===== src/rtl/distributor_pkg.sv =====
// Shared definitions for the busy_arbiter slice.
//
// Contents:
//   NUM_CLIENTS   number of requesters (4 word formers + 1 MCM)
//   CNT_W         width of the grant slot counter
//   GID_NONE      grant_id value when nobody owns the bus
//   MCM_ID        grant_id of the MCM client
//   state_e       arbiter FSM state encoding (also driven on dbg_state)
//   onehot_to_id  one-hot client vector -> grant_id (1..5, 0 = none)
//   next_ptr      round-robin pointer (0-based index) following a grant
package distributor_pkg;

    localparam int NUM_CLIENTS = 5;
    localparam int CNT_W       = 10;

    // grant_id encoding: client k is reported as k, no owner is 0.
    localparam logic [2:0] GID_NONE = 3'd0;
    localparam logic [2:0] MCM_ID   = 3'd5;

    typedef enum logic [1:0] {
        ST_IDLE  = 2'd0,
        ST_GRANT = 2'd1,
        ST_GAP   = 2'd2
    } state_e;

    function automatic logic [2:0] onehot_to_id(input logic [NUM_CLIENTS-1:0] oh);
        logic [2:0] id;
        id = GID_NONE;
        for (int i = 0; i < NUM_CLIENTS; i++) begin
            if (oh[i]) id = 3'(i + 1);
        end
        return id;
    endfunction

    // Client k sits at index k-1, so the client after k sits at index k,
    // wrapping from client 5 back to index 0 (client 1).
    function automatic logic [2:0] next_ptr(input logic [2:0] id);
        return (id == MCM_ID) ? 3'd0 : id;
    endfunction

endpackage


===== src/rtl/rr_picker.sv =====
// Combinational round-robin picker.
//
// Ports:
//   req_i    [4:0]  request vector, bit i = client i+1
//   ptr_i    [2:0]  index of the client with highest priority (0..4)
//   winner_o [4:0]  one-hot winner, all zero when no request
//   valid_o         high when any request is present
module rr_picker
    import distributor_pkg::*;
(
    input  logic [NUM_CLIENTS-1:0] req_i,
    input  logic [2:0]             ptr_i,
    output logic [NUM_CLIENTS-1:0] winner_o,
    output logic                   valid_o
);

    logic [3:0] idx;

    // Walk the clients starting at ptr_i, wrapping modulo NUM_CLIENTS;
    // the first requester found wins.
    always_comb begin
        winner_o = '0;
        valid_o  = 1'b0;
        idx      = '0;
        for (int i = 0; i < NUM_CLIENTS; i++) begin
            idx = {1'b0, ptr_i} + 4'(i);
            if (idx >= 4'(NUM_CLIENTS)) idx = idx - 4'(NUM_CLIENTS);
            if (!valid_o && req_i[idx[2:0]]) begin
                winner_o[idx[2:0]] = 1'b1;
                valid_o            = 1'b1;
            end
        end
    end

endmodule


===== src/rtl/busy_arbiter.sv =====
// Five-client bus arbiter with bounded grant slots and a guaranteed
// all-idle gap between owners.
//
// Parameters:
//   SLOT_MAX  maximum grant length in cycles (2..1023)
//   GAP       all-idle cycles after each grant (1..15)
//
// Ports:
//   clk                  rising-edge clock
//   reset                synchronous, active-low reset
//   req_1..req_5         requests (1-4 word formers, 5 = MCM)
//   done_1..done_5       early release from the current owner
//   busy_1..busy_5       registered grant strobes, at most one high
//   grant_id    [2:0]    current owner 1..5, 0 when none
//   timeout              one-cycle pulse when a grant hits SLOT_MAX
//   timeout_id  [2:0]    client revoked by the last timeout
//   dbg_state   [1:0]    FSM state (distributor_pkg::state_e)
//
// Configuration:
//   BUSY_ARBITER_MCM_PRIORITY_EN  when defined, req_5 wins any IDLE
//   arbitration and an MCM grant leaves the round-robin pointer alone.
//   When undefined all five clients share plain round-robin.
module busy_arbiter
    import distributor_pkg::*;
#(
    parameter int SLOT_MAX = 64,
    parameter int GAP      = 1
) (
    input  logic       clk,
    input  logic       reset,
    input  logic       req_1,
    input  logic       req_2,
    input  logic       req_3,
    input  logic       req_4,
    input  logic       req_5,
    input  logic       done_1,
    input  logic       done_2,
    input  logic       done_3,
    input  logic       done_4,
    input  logic       done_5,
    output logic       busy_1,
    output logic       busy_2,
    output logic       busy_3,
    output logic       busy_4,
    output logic       busy_5,
    output logic [2:0] grant_id,
    output logic       timeout,
    output logic [2:0] timeout_id,
    output logic [1:0] dbg_state
);

    localparam logic [CNT_W-1:0] CNT_LAST = CNT_W'(SLOT_MAX - 1);
    localparam logic [3:0]       GAP_LAST = 4'(GAP - 1);

    logic [NUM_CLIENTS-1:0] req_vec;
    logic [NUM_CLIENTS-1:0] done_vec;

    assign req_vec  = {req_5, req_4, req_3, req_2, req_1};
    assign done_vec = {done_5, done_4, done_3, done_2, done_1};

    state_e                 state_q;
    logic [CNT_W-1:0]       cnt_q;
    logic [3:0]             gap_cnt_q;
    logic [2:0]             ptr_q;
    logic [NUM_CLIENTS-1:0] busy_q;
    logic [2:0]             grant_id_q;
    logic                   timeout_q;
    logic [2:0]             timeout_id_q;

    logic [NUM_CLIENTS-1:0] rr_winner;
    logic                   rr_valid;

    rr_picker u_rr_picker (
        .req_i    (req_vec),
        .ptr_i    (ptr_q),
        .winner_o (rr_winner),
        .valid_o  (rr_valid)
    );

    // Final arbitration result and whether the pointer should move.
    logic [NUM_CLIENTS-1:0] sel_winner;
    logic                   sel_valid;
    logic                   sel_advance;

    always_comb begin
        sel_winner  = rr_winner;
        sel_valid   = rr_valid;
        sel_advance = 1'b1;
`ifdef BUSY_ARBITER_MCM_PRIORITY_EN
        if (req_5) begin
            sel_winner  = 5'b10000;
            sel_valid   = 1'b1;
            sel_advance = 1'b0;
        end
`endif
    end

    // busy_q is one-hot on the owner, so masking selects done_k only and
    // done from any other client is ignored.
    logic done_hit;
    assign done_hit = |(busy_q & done_vec);

    always_ff @(posedge clk) begin
        if (!reset) begin
            state_q      <= ST_IDLE;
            cnt_q        <= '0;
            gap_cnt_q    <= '0;
            ptr_q        <= 3'd0;
            busy_q       <= '0;
            grant_id_q   <= GID_NONE;
            timeout_q    <= 1'b0;
            timeout_id_q <= GID_NONE;
        end else begin
            timeout_q <= 1'b0;
            case (state_q)
                ST_IDLE: begin
                    if (sel_valid) begin
                        busy_q     <= sel_winner;
                        grant_id_q <= onehot_to_id(sel_winner);
                        cnt_q      <= '0;
                        state_q    <= ST_GRANT;
                        if (sel_advance) ptr_q <= next_ptr(onehot_to_id(sel_winner));
                    end
                end
                ST_GRANT: begin
                    // done wins over the slot limit when both land together.
                    if (done_hit) begin
                        busy_q     <= '0;
                        grant_id_q <= GID_NONE;
                        cnt_q      <= '0;
                        gap_cnt_q  <= '0;
                        state_q    <= ST_GAP;
                    end else if (cnt_q == CNT_LAST) begin
                        busy_q       <= '0;
                        grant_id_q   <= GID_NONE;
                        cnt_q        <= '0;
                        gap_cnt_q    <= '0;
                        timeout_q    <= 1'b1;
                        timeout_id_q <= grant_id_q;
                        state_q      <= ST_GAP;
                    end else begin
                        cnt_q <= cnt_q + CNT_W'(1);
                    end
                end
                ST_GAP: begin
                    if (gap_cnt_q == GAP_LAST) begin
                        state_q <= ST_IDLE;
                    end else begin
                        gap_cnt_q <= gap_cnt_q + 4'd1;
                    end
                end
                default: state_q <= ST_IDLE;
            endcase
        end
    end

    assign busy_1     = busy_q[0];
    assign busy_2     = busy_q[1];
    assign busy_3     = busy_q[2];
    assign busy_4     = busy_q[3];
    assign busy_5     = busy_q[4];
    assign grant_id   = grant_id_q;
    assign timeout    = timeout_q;
    assign timeout_id = timeout_id_q;
    assign dbg_state  = state_q;

endmodule


===== config.mk =====
export PLATFORM = sky130hd
export DESIGN_NAME = busy_arbiter
export DESIGN_NICKNAME = d
export VERILOG_FILES = /design/src/rtl/distributor_pkg.sv /design/src/rtl/rr_picker.sv /design/src/rtl/busy_arbiter.sv
export SDC_FILE = /design/constraint.sdc
export NUM_CORES = 1
export LEC_CHECK = 0
export ABC_AREA = 1
export CORE_UTILIZATION = 45
export CTS_CLUSTER_DIAMETER = 60
export DETAILED_ROUTE_END_ITERATION = 6
export DONT_BUFFER_PORTS = 1
export PLACE_DENSITY = 0.67
export REMOVE_ABC_BUFFERS = 1
export SYNTH_ARGS = -nofsm -noshare
export SYNTH_HDL_FRONTEND = slang
export SYNTH_SLANG_ARGS = --single-unit
export TNS_END_PERCENT = 20

===== constraint.sdc =====
create_clock -name clk -period 6.1 [get_ports clk]
set_input_delay 1.22 -clock clk [delete_from_list [all_inputs] [get_ports clk]]
set_output_delay 1.22 -clock clk [all_outputs]
set_load 0.1 [all_outputs]

Word level (Yosys, flattened, before mapping)
Index checks and enable logic that the tools add are counted.
{"block": "word_totals", "ff_bits": 31, "inputBits": 12, "out_inout_bits": 14, "wordCells": 140}
{"block": "op_classes", "addsub": 11, "n_lt_le_gt_ge": 15, "n_eq_ne": 8, "mux": 65, "bitwise_logic": 8, "n_reduce_logical": 25}
{"op": "$mux W3", "n": 15}
{"op": "$mux W5", "n": 8}
{"op": "$mux W10", "n": 3}
{"op": "$lt A3 B4 Y1 const B", "n": 5}
{"op": "$or A5 B5 Y5", "n": 4}
{"op": "$pmux W10 S2", "n": 1}
{"op": "$mux W1", "n": 17}
{"op": "$ge A4 B3 Y1 const B", "n": 4}
{"op": "$bmux W1 S3", "n": 5}
{"op": "$demux W1 S3", "n": 5}
{"op": "$ge A3 B1 Y1 const B", "n": 5}
{"op": "$sub A3 B3 Y3 const B", "n": 5}
{"op": "$mux W4", "n": 3}
{"op": "$reduce_and A3 Y1", "n": 4}
{"op": "$add A10 B1 Y10 const B", "n": 1}
{"op": "$eq A10 B6 Y1 const B", "n": 1}
{"op": "$pmux W5 S2", "n": 1}
{"op": "$logic_and A1 B1 Y1", "n": 9}
{"op": "$add A3 B2 Y4 const B", "n": 2}
{"op": "$mux W2", "n": 4}
{"op": "$pmux W4 S2", "n": 1}
{"op": "$reduce_or A7 Y1", "n": 1}
{"op": "$ne A2 B2 Y1 const B", "n": 3}
{"op": "$pmux W2 S3", "n": 1}
{"op": "17 further kinds", "n": 24}

Logic depth before layout (Yosys ltp)
{"block": "depth", "depth_word": 27, "mapped_depth": 22, "depth_no_buf": 22}

Cells and area by module
Synthesis repeated with hierarchy kept, for this count alone.
{"block": "hier_totals", "hier_cells": 450, "hier_area_um2": 2765.2}
{"mod": "busy_arbiter", "instances": 1, "cells_each": 216, "area_each_um2": 1515.2, "seq_area_each_um2": 620.6}
{"mod": "rr_picker", "instances": 1, "cells_each": 234, "area_each_um2": 1249.9, "seq_area_each_um2": 0.0}

Worst setup path after synthesis
Ideal clock, no wire load.
{"block": "synth_path", "kind": "register to register", "start": "reg ptr_q[1]", "end": "reg grant_id_q[1] (netlist: grant_id[1])", "setup_ns": 0.109, "t_arrival_ns": 2.613, "t_required_ns": 5.991, "slack_ns": 3.378, "path_stages_with_launch": 21, "path_buffers": 1, "synth_period_minus_slack_ns": 2.722, "cell_sequence": "dfxtp_1 > inv_1 > ha_1 > ha_1 > buf_2 > a21oi_1 > nand2_1 > nand2_2 > nand2_1 > o21ai_0 > nand2_1 > nand2_1 > nand2_1 > nand2_1 > nor2_4 > a21boi_4 > nor2_8 > nand2_1 > nand3_1 > nand2_1 > inv_1"}
{"block": "synth_via", "elab_chain_len": 23, "elab_cells_between_ends": 84, "classes_between": "9 x add/sub; 15 x order compare; 1 x eq/ne; 41 x mux; 4 x bitwise; 14 x reduce/logical"}
{"element": "from (decl)", "line": "busy_arbiter.sv:64", "text": "logic [2:0] ptr_q;"}
{"element": "from (signal assigned)", "line": "busy_arbiter.sv:122", "text": "if (sel_advance) ptr_q <= next_ptr(onehot_to_id(sel_winner));"}
{"element": "parallel branches: the longest is 23 deep, another holds $add A3 B1 Y4"}
{"element": "to (signal assigned)", "line": "busy_arbiter.sv:119", "text": "grant_id_q <= onehot_to_id(sel_winner);"}
{"element": "to (decl)", "line": "busy_arbiter.sv:66", "text": "logic [2:0] grant_id_q;"}
Parallel ways; which one is timed is not known. The select of a mux whose other input is x is not followed.
A chain may end at the register's enable or synchronous reset.

Worst setup path in the final report
{"block": "layout_path", "start": "reg ptr_q[0]", "end": "reg ptr_q[0]"}
{"block": "layout_via", "elab_chain_len": 27, "elab_cells_between_ends": 87, "classes_between": "9 x add/sub; 15 x order compare; 1 x eq/ne; 44 x mux; 4 x bitwise; 14 x reduce/logical"}
{"element": "parallel branches: the longest is 27 deep, another holds $add A3 B1 Y4"}
Parallel ways; which one is timed is not known. The select of a mux whose other input is x is not followed.

==> impl_metrics.py <==
metrics = {
    "sta": {
        "hold_viol": 0,
        "period_needed_ns": 3.42,
        "worst_pin_slew_ns": 1.06,
        "setup_tns_ns": 0,
        "period_share_pct": 56.1,
        "slew_headroom_pct": 29.0,
        "drv_slew": 0,
        "rsz0062_at_grt": "no",
        "max_freq_ghz": 0.292,
        "fin_ws_ns": 2.68,
        "setup_viol": 0,
        "fin_worst_skew_ns": 0.00389,
    },
    "floorplan": {
        "die_w_microns": 79.9,
        "rows": 28,
        "chipHeight_microns": 79.9,
        "start_util_pct": 46.4,
        "ios": 26,
        "core-area_sq_mm": 0.00589,
        "dieArea_sq_mm": 0.00639,
    },
    "finish": {
        "drive_above_1_share_pct": 10.9,
        "nNetsFinal": 481,
        "fillCellCount": 598,
        "syn2layout_area_growth_pct": 6.32,
        "final_cells": 533,
        "layout_commonest_cell": "nand2_1",
        "mostFrequentLayoutCells": "nand2_1, inv_1, nor2_1",
        "num_antenna_cells": 0,
    },
    "cts": {
        "post_cts_buffers": 0,
        "cts_resized": 0,
        "cts_hold_buf": 0,
        "clkSinkCount": 31,
        "cts_root_buf": "clkbuf_8",
        "insertion_delay_ns": 0.27,
        "cts_buffers": 5,
        "cts_tree": "done",
        "clk_pin_slew_ns": 0.07,
        "ctsLongestPathBuffers": 2,
        "ctsHtreeMaxLevel": 2,
    },
    "route": {
        "drt_iter0_markers": 143,
        "drc": 0,
        "ant_nets": 0,
        "wl_per_cell_microns": 12.6,
        "vias": 2768,
        "vias_per_cell": 5.19,
        "drt_wl_total_microns": 6700,
        "drt_pass1_iterations": 4,
    },
    "critical_path": {
        "path_max_fanout": 16,
        "critPathSlowestCell": "dfxtp_1",
        "crit_path_start": "ptr_q[0]",
        "critPathLaunchType": "flop",
        "crit_cells": 17,
        "required_ns": 6.30,
        "reg2reg_from": "ptr_q[0]",
        "timing.critical_path.buf_inv": 1,
        "slowest_delay_ns": 0.71,
        "worstPathCellList": "inv_2 > ha_1 > ha_1 > nor2_1 > a21boi_1 > nand2_1 > nor2_1 > nand2_1 > nand3_1 > nor2_1 > nor2_2 > nand2_1 > nand3_1 > nor2_1 > nand2_1 > nand2_1 > a21oi_2",
        "r2r-end": "ptr_q[0]",
        "crit_arrival_ns": 3.62,
        "crit_family": "simple AND/OR/NAND/NOR gates",
        "r2r_cells": 17,
        "r2r_slack_ns": 2.68,
        "crit_type": "reg2reg",
        "cp-end-kind": "flop",
        "crit_path_frequent_cell": "nand2_1",
        "endpoint": "ptr_q[0]",
    },
    "logic_synthesis": {
        "synth_seq_cells": 31,
        "syn_avg_cell_area_sq_um": 6.02,
        "syn_inst": 454,
        "yosysSeqAreaShare_pct": 22.7,
        "ys.warnings.count": 0,
        "yosysUniqueCellTypes": 41,
        "netlist_area_sq_mm": 0.00273,
    },
    "grt": {
        "grt_pass1_wl_microns": 11200,
        "grt_max_degree": 19,
        "grt_overflow": 0,
        "grt_pass1_vias": 2468,
        "grt_antenna_before_repair": 0,
        "track_usage_pct": 22.1,
    },
    "run_status": {
        "status": "completed",
    },
    "flow_run": {
        "drv_cap": 0,
    },
    "placed_design": {
        "place_hpwl_microns": 5240,
        "place_inst": 525,
        "gp_congestion": 0.999,
        "portBuffers": 0,
        "dp_slack_ns": 2.71,
    },
    "worst_hold_path": {
        "hold_depth": 2,
        "hp-class": "reg2reg",
    },
}
[per-stage QoR]
stage,hold WS (ns),cell area (sq um),util (%)
finish,0.481,2910,49.4
detailed placement,0.472,2810,47.7
floorplan,0.440,2710,-
global placement,0.449,2810,47.7
global route,0.526,2910,49.4
CTS,0.483,2910,49.4
[cells in the mapped netlist]
master / count / area, sq um
a21boi_4: 1 / 18.8
nor2_1: 57 / 214
nand3b_1: 2 / 15.0
clkinv_1: 1 / 3.75
clkbuf_1: 1 / 3.75
nand2_2: 14 / 87.6
nor3_4: 1 / 16.3
nor2_4: 3 / 33.8
nand2_1: 138 / 518
and3_1: 1 / 6.26
a21boi_1: 1 / 7.51
xor2_1: 3 / 26.3
buf_2: 2 / 10.0
inv_1: 57 / 214
inv_2: 4 / 15.0
a22o_1: 1 / 8.76
dfxtp_1: 31 / 621
xnor2_1: 1 / 8.76
o21ai_1: 3 / 15.0
a31oi_1: 1 / 6.26
a21oi_2: 3 / 26.3
a221oi_1: 1 / 8.76
o21ai_0: 9 / 45.0
nand2_4: 2 / 22.5
ha_1: 11 / 138
nor2_2: 6 / 37.5
o22ai_1: 1 / 6.26
nand3_4: 2 / 35.0
nand3_1: 41 / 205
fa_1: 1 / 20.0
a211oi_1: 2 / 15.0
nor3_1: 7 / 35.0
a21boi_0: 1 / 7.51
nor3_2: 2 / 20.0
o21ai_2: 1 / 8.76
clkinv_2: 1 / 5.00
buf_4: 1 / 7.51
nand4_1: 17 / 106
a21oi_1: 19 / 95.1
nand3_2: 2 / 20.0
nor2_8: 1 / 20.0
[final cells by class]
class | count | area (sq um) | share of cell area, %
clock buffer | 8 | 100 | 3.44
inverter | 63 | 238 | 8.18
tap | 75 | 93.8 | 3.23
multi-input combinational | 356 | 1850 | 63.8
sequential | 31 | 621 | 21.4
[worst reg2reg max path: cells and delay by family (launching register included)]
kind                     cells  cell delay (ns)
buffers and inverters        1             0.22
AND/OR/NAND/NOR             12             1.17
flip-flops                   1             0.71
adder cells (fa/ha/maj)      2             0.76
AO/OA/AOI/OAI                2             0.53
[worst min-delay path by stage]
stage | from | to
after CTS | cnt_q[4] | cnt_q[4]
after global routing | cnt_q[1] | cnt_q[1]
final | cnt_q[4] | cnt_q[4]
after detailed placement | cnt_q[4] | cnt_q[4]
after floorplan | cnt_q[8] | cnt_q[8]
after global placement | cnt_q[8] | cnt_q[8]
[per-layer routing]
metal,global-route usage [%],wire (microns)
met1,30.0,3190
met2,36.7,3080
met3,4.00,364
met4,3.57,57
met5,0,0
[sequential cells by signal, indices dropped and copies added (netlist names)]
signal	cells
cnt_q	10
busy_q	5
gap_cnt_q	4
grant_id	3
ptr_q	3
timeout_id	3
dbg_state	2
timeout	1
[cells by family after synthesis]
logic type	after synthesis	synth area share, %
fa+ha+maj	12	5.77
simple gates	296	50.9
flops	31	22.7
compound gates	44	9.84
buf+inv	67	9.47
xor+xnor	4	1.28
Power is left out: the tool's default activity adds up to more than one toggle a clock period on the data nets, which glitch-free logic cannot reach.
